**config.mk**
```make
export PLATFORM = sky130hd
export DESIGN_NAME = per_req_rr_arb_mux
export DESIGN_NICKNAME = d
export VERILOG_FILES = /design/src/rtl/per_req_rr_arb_mux.sv
export SDC_FILE = /design/constraint.sdc
export NUM_CORES = 1
export LEC_CHECK = 0
export ABC_CLOCK_PERIOD_IN_PS = 5900
export BUFFER_PORTS_ARGS = -buffer_cell sky130_fd_sc_hd__buf_2
export CAP_MARGIN = 25
export CORE_AREA = 4 4 188 190
export DETAILED_ROUTE_END_ITERATION = 16
export DIE_AREA = 0 0 192 194
export PLACE_DENSITY = 0.48
export SETUP_SLACK_MARGIN = 0.2
export SYNTH_ARGS = -nofsm -noshare
export SYNTH_HDL_FRONTEND = slang
export SYNTH_SLANG_ARGS = --single-unit
```
**constraint.sdc**
```tcl
create_clock -name clk -period 5.9 [get_ports clk]
set_input_delay 1.18 -clock clk [delete_from_list [all_inputs] [get_ports clk]]
set_output_delay 1.18 -clock clk [all_outputs]
set_load 0.1 [all_outputs]
```
**src/rtl/per_req_rr_arb_mux.sv**
```systemverilog
// per_req_rr_arb_mux: N-channel round-robin request mux toward one slave.
// REG_OUT selects a registered output slice or a combinational path with stall lock.
module per_req_rr_arb_mux #(
  parameter int N_CH       = 4,
  parameter int ID_WIDTH   = 20,
  parameter int ADDR_WIDTH = 32,
  parameter int DATA_WIDTH = 32,
  parameter int BE_WIDTH   = DATA_WIDTH / 8,
  parameter bit REG_OUT    = 1'b1,
  localparam int CH_W = (N_CH > 1) ? $clog2(N_CH) : 1
) (
  input  logic                                 clk,
  input  logic                                 rst_n,
  input  logic [N_CH-1:0]                      data_req_i,
  input  logic [N_CH-1:0][ADDR_WIDTH-1:0]      data_add_i,
  input  logic [N_CH-1:0]                      data_wen_i,
  input  logic [N_CH-1:0][5:0]                 data_atop_i,
  input  logic [N_CH-1:0][DATA_WIDTH-1:0]      data_wdata_i,
  input  logic [N_CH-1:0][BE_WIDTH-1:0]        data_be_i,
  input  logic [N_CH-1:0][ID_WIDTH-1:0]        data_ID_i,
  output logic [N_CH-1:0]                      data_gnt_o,
  output logic                                 data_req_o,
  output logic [ADDR_WIDTH-1:0]                data_add_o,
  output logic                                 data_wen_o,
  output logic [5:0]                           data_atop_o,
  output logic [DATA_WIDTH-1:0]                data_wdata_o,
  output logic [BE_WIDTH-1:0]                  data_be_o,
  output logic [ID_WIDTH-1:0]                  data_ID_o,
  output logic [CH_W-1:0]                      data_ch_o,
  input  logic                                 data_gnt_i
);

  logic            any_req;
  logic            fire;
  logic [CH_W-1:0] ptr_q;
  logic [CH_W-1:0] ptr_nxt;
  logic [CH_W-1:0] rr_win;
  logic [CH_W-1:0] win;

  assign any_req = |data_req_i;

  // Scan from ptr_q upward with explicit wrap; first requester wins
  always_comb begin
    int   idx;
    logic found;
    rr_win = '0;
    found  = 1'b0;
    idx    = 0;
    for (int k = 0; k < N_CH; k++) begin
      idx = int'(ptr_q) + k;
      if (idx >= N_CH) idx = idx - N_CH;
      if (!found && data_req_i[idx]) begin
        found  = 1'b1;
        rr_win = CH_W'(idx);
      end
    end
  end

  assign ptr_nxt = (int'(win) >= N_CH - 1) ? '0 : win + 1'b1;

  // Pointer moves past the channel just accepted
  always_ff @(posedge clk or negedge rst_n) begin
    if (!rst_n)    ptr_q <= '0;
    else if (fire) ptr_q <= ptr_nxt;
  end

  // Grant goes only to the effective winner
  always_comb begin
    data_gnt_o      = '0;
    data_gnt_o[win] = fire;
  end

  if (REG_OUT) begin : g_reg
    logic                  valid_q;
    logic [CH_W-1:0]       ch_q;
    logic [ADDR_WIDTH-1:0] add_q;
    logic                  wen_q;
    logic [5:0]            atop_q;
    logic [DATA_WIDTH-1:0] wdata_q;
    logic [BE_WIDTH-1:0]   be_q;
    logic [ID_WIDTH-1:0]   id_q;

    assign win  = rr_win;
    assign fire = any_req & (~valid_q | data_gnt_i);

    // Output slice: reload on accept, empty when drained without refill
    always_ff @(posedge clk or negedge rst_n) begin
      if (!rst_n) begin
        valid_q <= 1'b0;
        ch_q    <= '0;
        add_q   <= '0;
        wen_q   <= 1'b0;
        atop_q  <= '0;
        wdata_q <= '0;
        be_q    <= '0;
        id_q    <= '0;
      end else if (fire) begin
        valid_q <= 1'b1;
        ch_q    <= rr_win;
        add_q   <= data_add_i[rr_win];
        wen_q   <= data_wen_i[rr_win];
        atop_q  <= data_atop_i[rr_win];
        wdata_q <= data_wdata_i[rr_win];
        be_q    <= data_be_i[rr_win];
        id_q    <= data_ID_i[rr_win];
      end else if (data_gnt_i) begin
        valid_q <= 1'b0;
      end
    end

    assign data_req_o   = valid_q;
    assign data_ch_o    = ch_q;
    assign data_add_o   = add_q;
    assign data_wen_o   = wen_q;
    assign data_atop_o  = atop_q;
    assign data_wdata_o = wdata_q;
    assign data_be_o    = be_q;
    assign data_ID_o    = id_q;
  end else begin : g_comb
    logic            lock_q;
    logic [CH_W-1:0] lock_ch_q;

    assign win  = lock_q ? lock_ch_q : rr_win;
    assign fire = any_req & data_gnt_i;

    // Freeze the presented channel while the slave stalls it
    always_ff @(posedge clk or negedge rst_n) begin
      if (!rst_n) begin
        lock_q    <= 1'b0;
        lock_ch_q <= '0;
      end else if (any_req && !data_gnt_i) begin
        lock_q    <= 1'b1;
        lock_ch_q <= win;
      end else begin
        lock_q    <= 1'b0;
      end
    end

    assign data_req_o   = any_req;
    assign data_ch_o    = win;
    assign data_add_o   = data_add_i[win];
    assign data_wen_o   = data_wen_i[win];
    assign data_atop_o  = data_atop_i[win];
    assign data_wdata_o = data_wdata_i[win];
    assign data_be_o    = data_be_i[win];
    assign data_ID_o    = data_ID_i[win];
  end

endmodule

```
* Word level (Yosys, flattened, before mapping) *
Cells that the tools add are included.

storage, ports and cells
  register bits after elaboration = 100
  input port bits = 387
  output and inout bits = 102

operators by class
  $add $sub $neg = 8
  magnitude comparators = 11
  mux-type cells = 40
  bitwise logic cells = 4
  reduce and logical (&&, ||, !) cells = 9

operators by type and width
  operator                                                            count
  2-to-1 mux 32 bit                                                   6
  binary-select mux 32 bit (select 2 bit)                             2
  less-than comparator 32 x 4 -> 1 bit (second input constant)        4
  binary-select mux 20 bit (select 2 bit)                             1
  2-to-1 mux 20 bit                                                   1
  2-to-1 mux 1 bit                                                    15
  binary-select mux 6 bit (select 2 bit)                              1
  subtractor 3 x 3 -> 4 bit (second input constant)                   3
  binary-select mux 1 bit (select 2 bit)                              5
  2-to-1 mux 2 bit                                                    5
  greater-or-equal comparator 3 bit (second input constant)           3
  binary-select mux 4 bit (select 2 bit)                              1
  adder 2 x 2 -> 3 bit (second input constant)                        2
  2-to-1 mux 6 bit                                                    1
  AND 4 bit                                                           1
  logical AND 1 bit                                                   4
  2-to-1 mux 4 bit                                                    1
  OR reduction 4 bit                                                  1
  subtractor 2 x 3 -> 4 bit (second input constant)                   1
  adder 2 x 1 -> 3 bit (second input constant)                        1
  greater-or-equal comparator 2 x 3 -> 1 bit (second input constant)  1
  zero test 1 bit                                                     3
  less-than comparator 2 x 3 -> 1 bit (second input constant)         1
  adder 2 x 1 -> 2 bit (second input constant)                        1
  7 further kinds                                                     7

* Logic depth before layout (Yosys ltp) *
  word-level depth = 20
  mapped depth = 10

* Least setup slack after synthesis *
Ideal clock, no wire load.

  path type = input to output
  start = in data_req_i[1]
  end = out data_gnt_o[0]
  arrival time = 4099 ps
  data required time = 4720 ps
  setup slack = 621 ps
  stages = 8
  cell sequence = nand2b_1 > a21oi_1 > a211o_1 > buf_2 > buf_6 > buf_6 > inv_1 > nor3_1

on the way
  cells in the longest elaborated chain, start to end = 18
  elaborated cells on any way between the ends = 33
  those cells by class = order compare (2); mux (21); bitwise (2); reduce/logical (8)

ends and longest elaborated chain
  what                                                                                                                     line  source
  from (decl)                                                                                                              14    input logic [N_CH-1:0] data_req_i,
  binary-select mux 1 bit (select 2 bit)                                                                                   52    if (!found && data_req_i[idx]) begin
  2-to-1 mux 1 bit (not written as such) (2 in series)                                                                     52
  2-to-1 mux 1 bit                                                                                                         52
  zero test 1 bit                                                                                                          52
  logical AND 1 bit                                                                                                        52
  2-to-1 mux 1 bit                                                                                                         52
  zero test 1 bit                                                                                                          52
  logical AND 1 bit                                                                                                        52
  2-to-1 mux 1 bit                                                                                                         52
  zero test 1 bit                                                                                                          52
  logical AND 1 bit                                                                                                        52
  2-to-1 mux 2 bit                                                                                                         52
  less-than comparator 2 x 3 -> 1 bit (not written as such) or greater-or-equal comparator 2 x 1 -> 1 bit (tied branches)  70    data_gnt_o[win] = fire;
  logical AND 1 bit (not written as such)                                                                                  70
  2-to-1 mux 1 bit (not written as such)                                                                                   70
  demux 1 bit (select 2 bit)                                                                                               70
  AND 4 bit (no line) (*)                                                                                                  -
  to (decl)                                                                                                                21    output logic [N_CH-1:0] data_gnt_o,

Mark *: on every way between the ends. The rest lies on a longest branch, timed or not. The select of a mux whose other input is x is not followed.

* Final worst setup path *
Ends and elaborated chain as after synthesis.

==> results.json <==
{
  "status": "finished clean",
  "wl_mm": 24.7,
  "rows": 67,
  "dp_hpwl_mm": 19.9,
  "reg2reg_to": "data_add_o[12]",
  "routabilityCongestion": 0.808,
  "wl_met1_mm": 9.32,
  "synthCells": 569,
  "critical-path-max-stage-delay_ns": 0.49,
  "cts-hold-fix-buffers": 0,
  "clock_latency_ns": 0.36,
  "met2_length_mm": 12.5,
  "rsz0062_at_grt": "no",
  "fmax_mhz": 243,
  "top_layer": "met5",
  "drive_above_1_share_pct": 50.4,
  "dp_cells": 1459,
  "h-tree-depth": 3,
  "path_max_fanout": 38,
  "fin_setup_tns_ns": 0,
  "vias_per_cell": 4.29,
  "core-area_sq_um": 33400,
  "grt_max_degree": 106,
  "crit_path_start_kind": "input pin",
  "clockRootBuffer": "clkbuf_16",
  "path_common_cell": "buf_2",
  "drtPass1Iterations": 4,
  "fin_crit_ns": 4.12,
  "yosys.area_share.simple_pct": 7.26,
  "p_per_area_nw_per_um2": 570,
  "setup_viol": 0,
  "tightestPinTransition_ns": 0.865,
  "die_w_um": 192,
  "synth.distinct_cells": 24,
  "synth_compound_area_share_pct": 14.8,
  "multi_input_area_sq_um": 3300,
  "initial_core_util_pct": 18.6,
  "min_path_cells": 2,
  "post-route-period-util_pct": 69.9,
  "crit_cells": 7,
  "synth_nets": 957,
  "critPathLaunch": "data_req_i[1]",
  "cts_setup_buffers": 0,
  "path_buf_inv": 3,
  "antenna_found_initial": 2,
  "synthAdderAreaFrac_pct": 0.202,
  "first_iter_violations": 171,
  "synth_area_leaders": "dfrtp_1 (40%), mux2i_1 (31%), o221ai_1 (13%)",
  "fin_cells": 1476,
  "synth_area_leader_cell": "dfrtp_1",
  "io_buffers": 488,
  "grt_pass1_wl_mm": 36.5,
  "finalClockSkew_ns": 0.0112,
  "yosys-top-cells-count": "mux2i_1 (190), nand2_1 (102), dfrtp_1 (100)",
  "min_path_type": "reg -> reg",
  "route.met3.wl_mm": 2.32,
  "critPathKind": "in -> out",
  "avgRoutedWirePerCell_um": 16.8,
  "finalMaxSlewViolations": 0,
  "critPathSlowestCell": "a211o_4",
  "regArea_sq_um": 2500,
  "drc": 0,
  "post_cts_resized": 0,
  "yosysSeqAreaShare_pct": 40.3,
  "synth_top_family_by_area": "multiplexers",
  "grt_pass1_vias": 6663,
  "rr_startpoint": "ptr_q[0]",
  "synth_edf_count": 0,
  "clock-sinks": 100,
  "cts_tree": "yes",
  "synth_most_common_cell": "mux2i_1",
  "reg2reg_slack_ns": 3.18,
  "p_leak_nw": 5.05,
  "max-vdd-ir-drop_mv": 0.572,
  "reg2reg_depth": 6,
  "synth_mux_area_share_pct": 30.6,
  "drv_cap": 0,
  "endpoint": "data_gnt_o[0]",
  "postSynth.topFlopCell": "dfrtp_1",
  "route.antenna.remaining_nets": 0,
  "syn_area_sq_um": 6210,
  "path_clk_slew_ns": 0.07,
  "dieArea_sq_um": 37200,
  "synth_top_area_share_pct": 40.3,
  "postSynthAreaPerCell_sq_um": 10.9,
  "nets": 1410,
  "n_fill_cell": 3585,
  "cp_data_required_time_ns": 4.72,
  "path_cells": "buf_2 -> nand2b_1 -> a21oi_1 -> a211o_4 -> inv_1 -> nor3_1 -> buf_2",
  "num_vias": 6329,
  "cp_top_family": "buffers and inverters",
  "cp-end-kind": "primary output",
  "yosys_register_bits": 100,
  "yosys_warnings": 0,
  "fp.dieH_um": 194,
  "pin_count": 489,
  "grt_usage_pct": 12.4,
  "async_flop_share_pct": 100,
  "synth-xor-area-share_pct": 0,
  "cts_inserted_buffers": 9,
  "relSlewSlack_pct": 42.3,
  "area_growth_pct": 49.5,
  "cts_buffer_depth": 2,
  "grt_remaining_overflow": 0,
  "finalHoldViolations": 0,
  "arrival_ns": 2.94
}
power breakdown:
| part | internal, mW | switching, mW |
|---|---|---|
| Clock | 0.374 | 0.285 |
| Combinational | 0.763 | 2.77 |
| Sequential | 0.950 | 0.147 |
| Total | 2.09 | 3.20 |
placed cells by master (no fill, tap or decap), types with 2 or more instances in the layout:
cell and count:
clkbuf_16 9, nand2_1 102, clkinv_2 2, inv_1 5, bufinv_16 2, buf_4 5, nor2_1 3, o221ai_2 2
buf_16 3, a21oi_1 5, nand2b_1 2, o221ai_1 93, dfrtp_1 100, buf_2 487, a21o_1 2, mux2i_1 190
flip-flops by register name (all words and copies together) (netlist names):
name	flops
data_ID_o	20
data_add_o	32
ptr_q	2
data_wdata_o	32
data_ch_o	2
data_be_o	4
data_atop_o	6
data_wen_o	1
data_req_o	1
cell families after synthesis:
logic type,count (synthesis)
compound gates,106
fa+ha+maj,1
buf+inv,59
flops,100
mux,190
simple gates,113
worst min-delay path, delay by kind of cell (launching register included):
kind / cells / cell delay, ns
compound gates: 1 / 0.06
simple gates: 1 / 0.05
flops: 1 / 0.34
worst min path at each step:
stage | startpoint | endpoint | slack [ns]
after CTS | data_wdata_o[17] | data_wdata_o[17] | 0.49
after detailed placement | data_ID_o[16] | data_ID_o[16] | 0.47
after global placement | data_ch_o[0] | data_ch_o[0] | 0.46
after floorplan | ptr_q[1] | ptr_q[1] | 0.51
after global routing | data_ch_o[0] | data_ch_o[0] | 0.50
final | data_atop_o[3] | data_atop_o[3] | 0.48
final cells by class:
| type | count | share of cell area [%] |
|---|---|---|
| Multi-Input combinational cell | 410 | 35.6 |
| Timing Repair Buffer | 496 | 27.8 |
| Sequential cell | 100 | 27.0 |
| Tap cell | 448 | 6.04 |
| Clock buffer | 10 | 2.47 |
| Clock inverter | 6 | 0.944 |
| Inverter | 5 | 0.202 |
| Antenna cell | 1 | 0.0270 |
through the flow:
stage | total power, mW | cell area, sq um | utilization (%) | setup WS (ns) | hold slack [ns]
after CTS | 5.35 | 9280 | 27.7 | 1.76 | 0.487
final | 5.29 | 9280 | 27.7 | 1.78 | 0.480
after floorplan | 4.04 | 6210 | - | 0.621 | 0.511
after global placement | 4.64 | 8880 | 26.5 | 1.79 | 0.463
after detailed placement | 4.67 | 8960 | 26.8 | 1.76 | 0.469
after global routing | 5.52 | 9280 | 27.7 | 1.65 | 0.495
metal layers:
layer / global-route usage, % / vias up
met2: 22.6 / 300
li1: - / 3080
met5: 0 / -
met4: 5.04 / 2
met3: 3.04 / 34
met1: 13.6 / 2913
No activity file was read; power rests on OpenSTA's default activity.
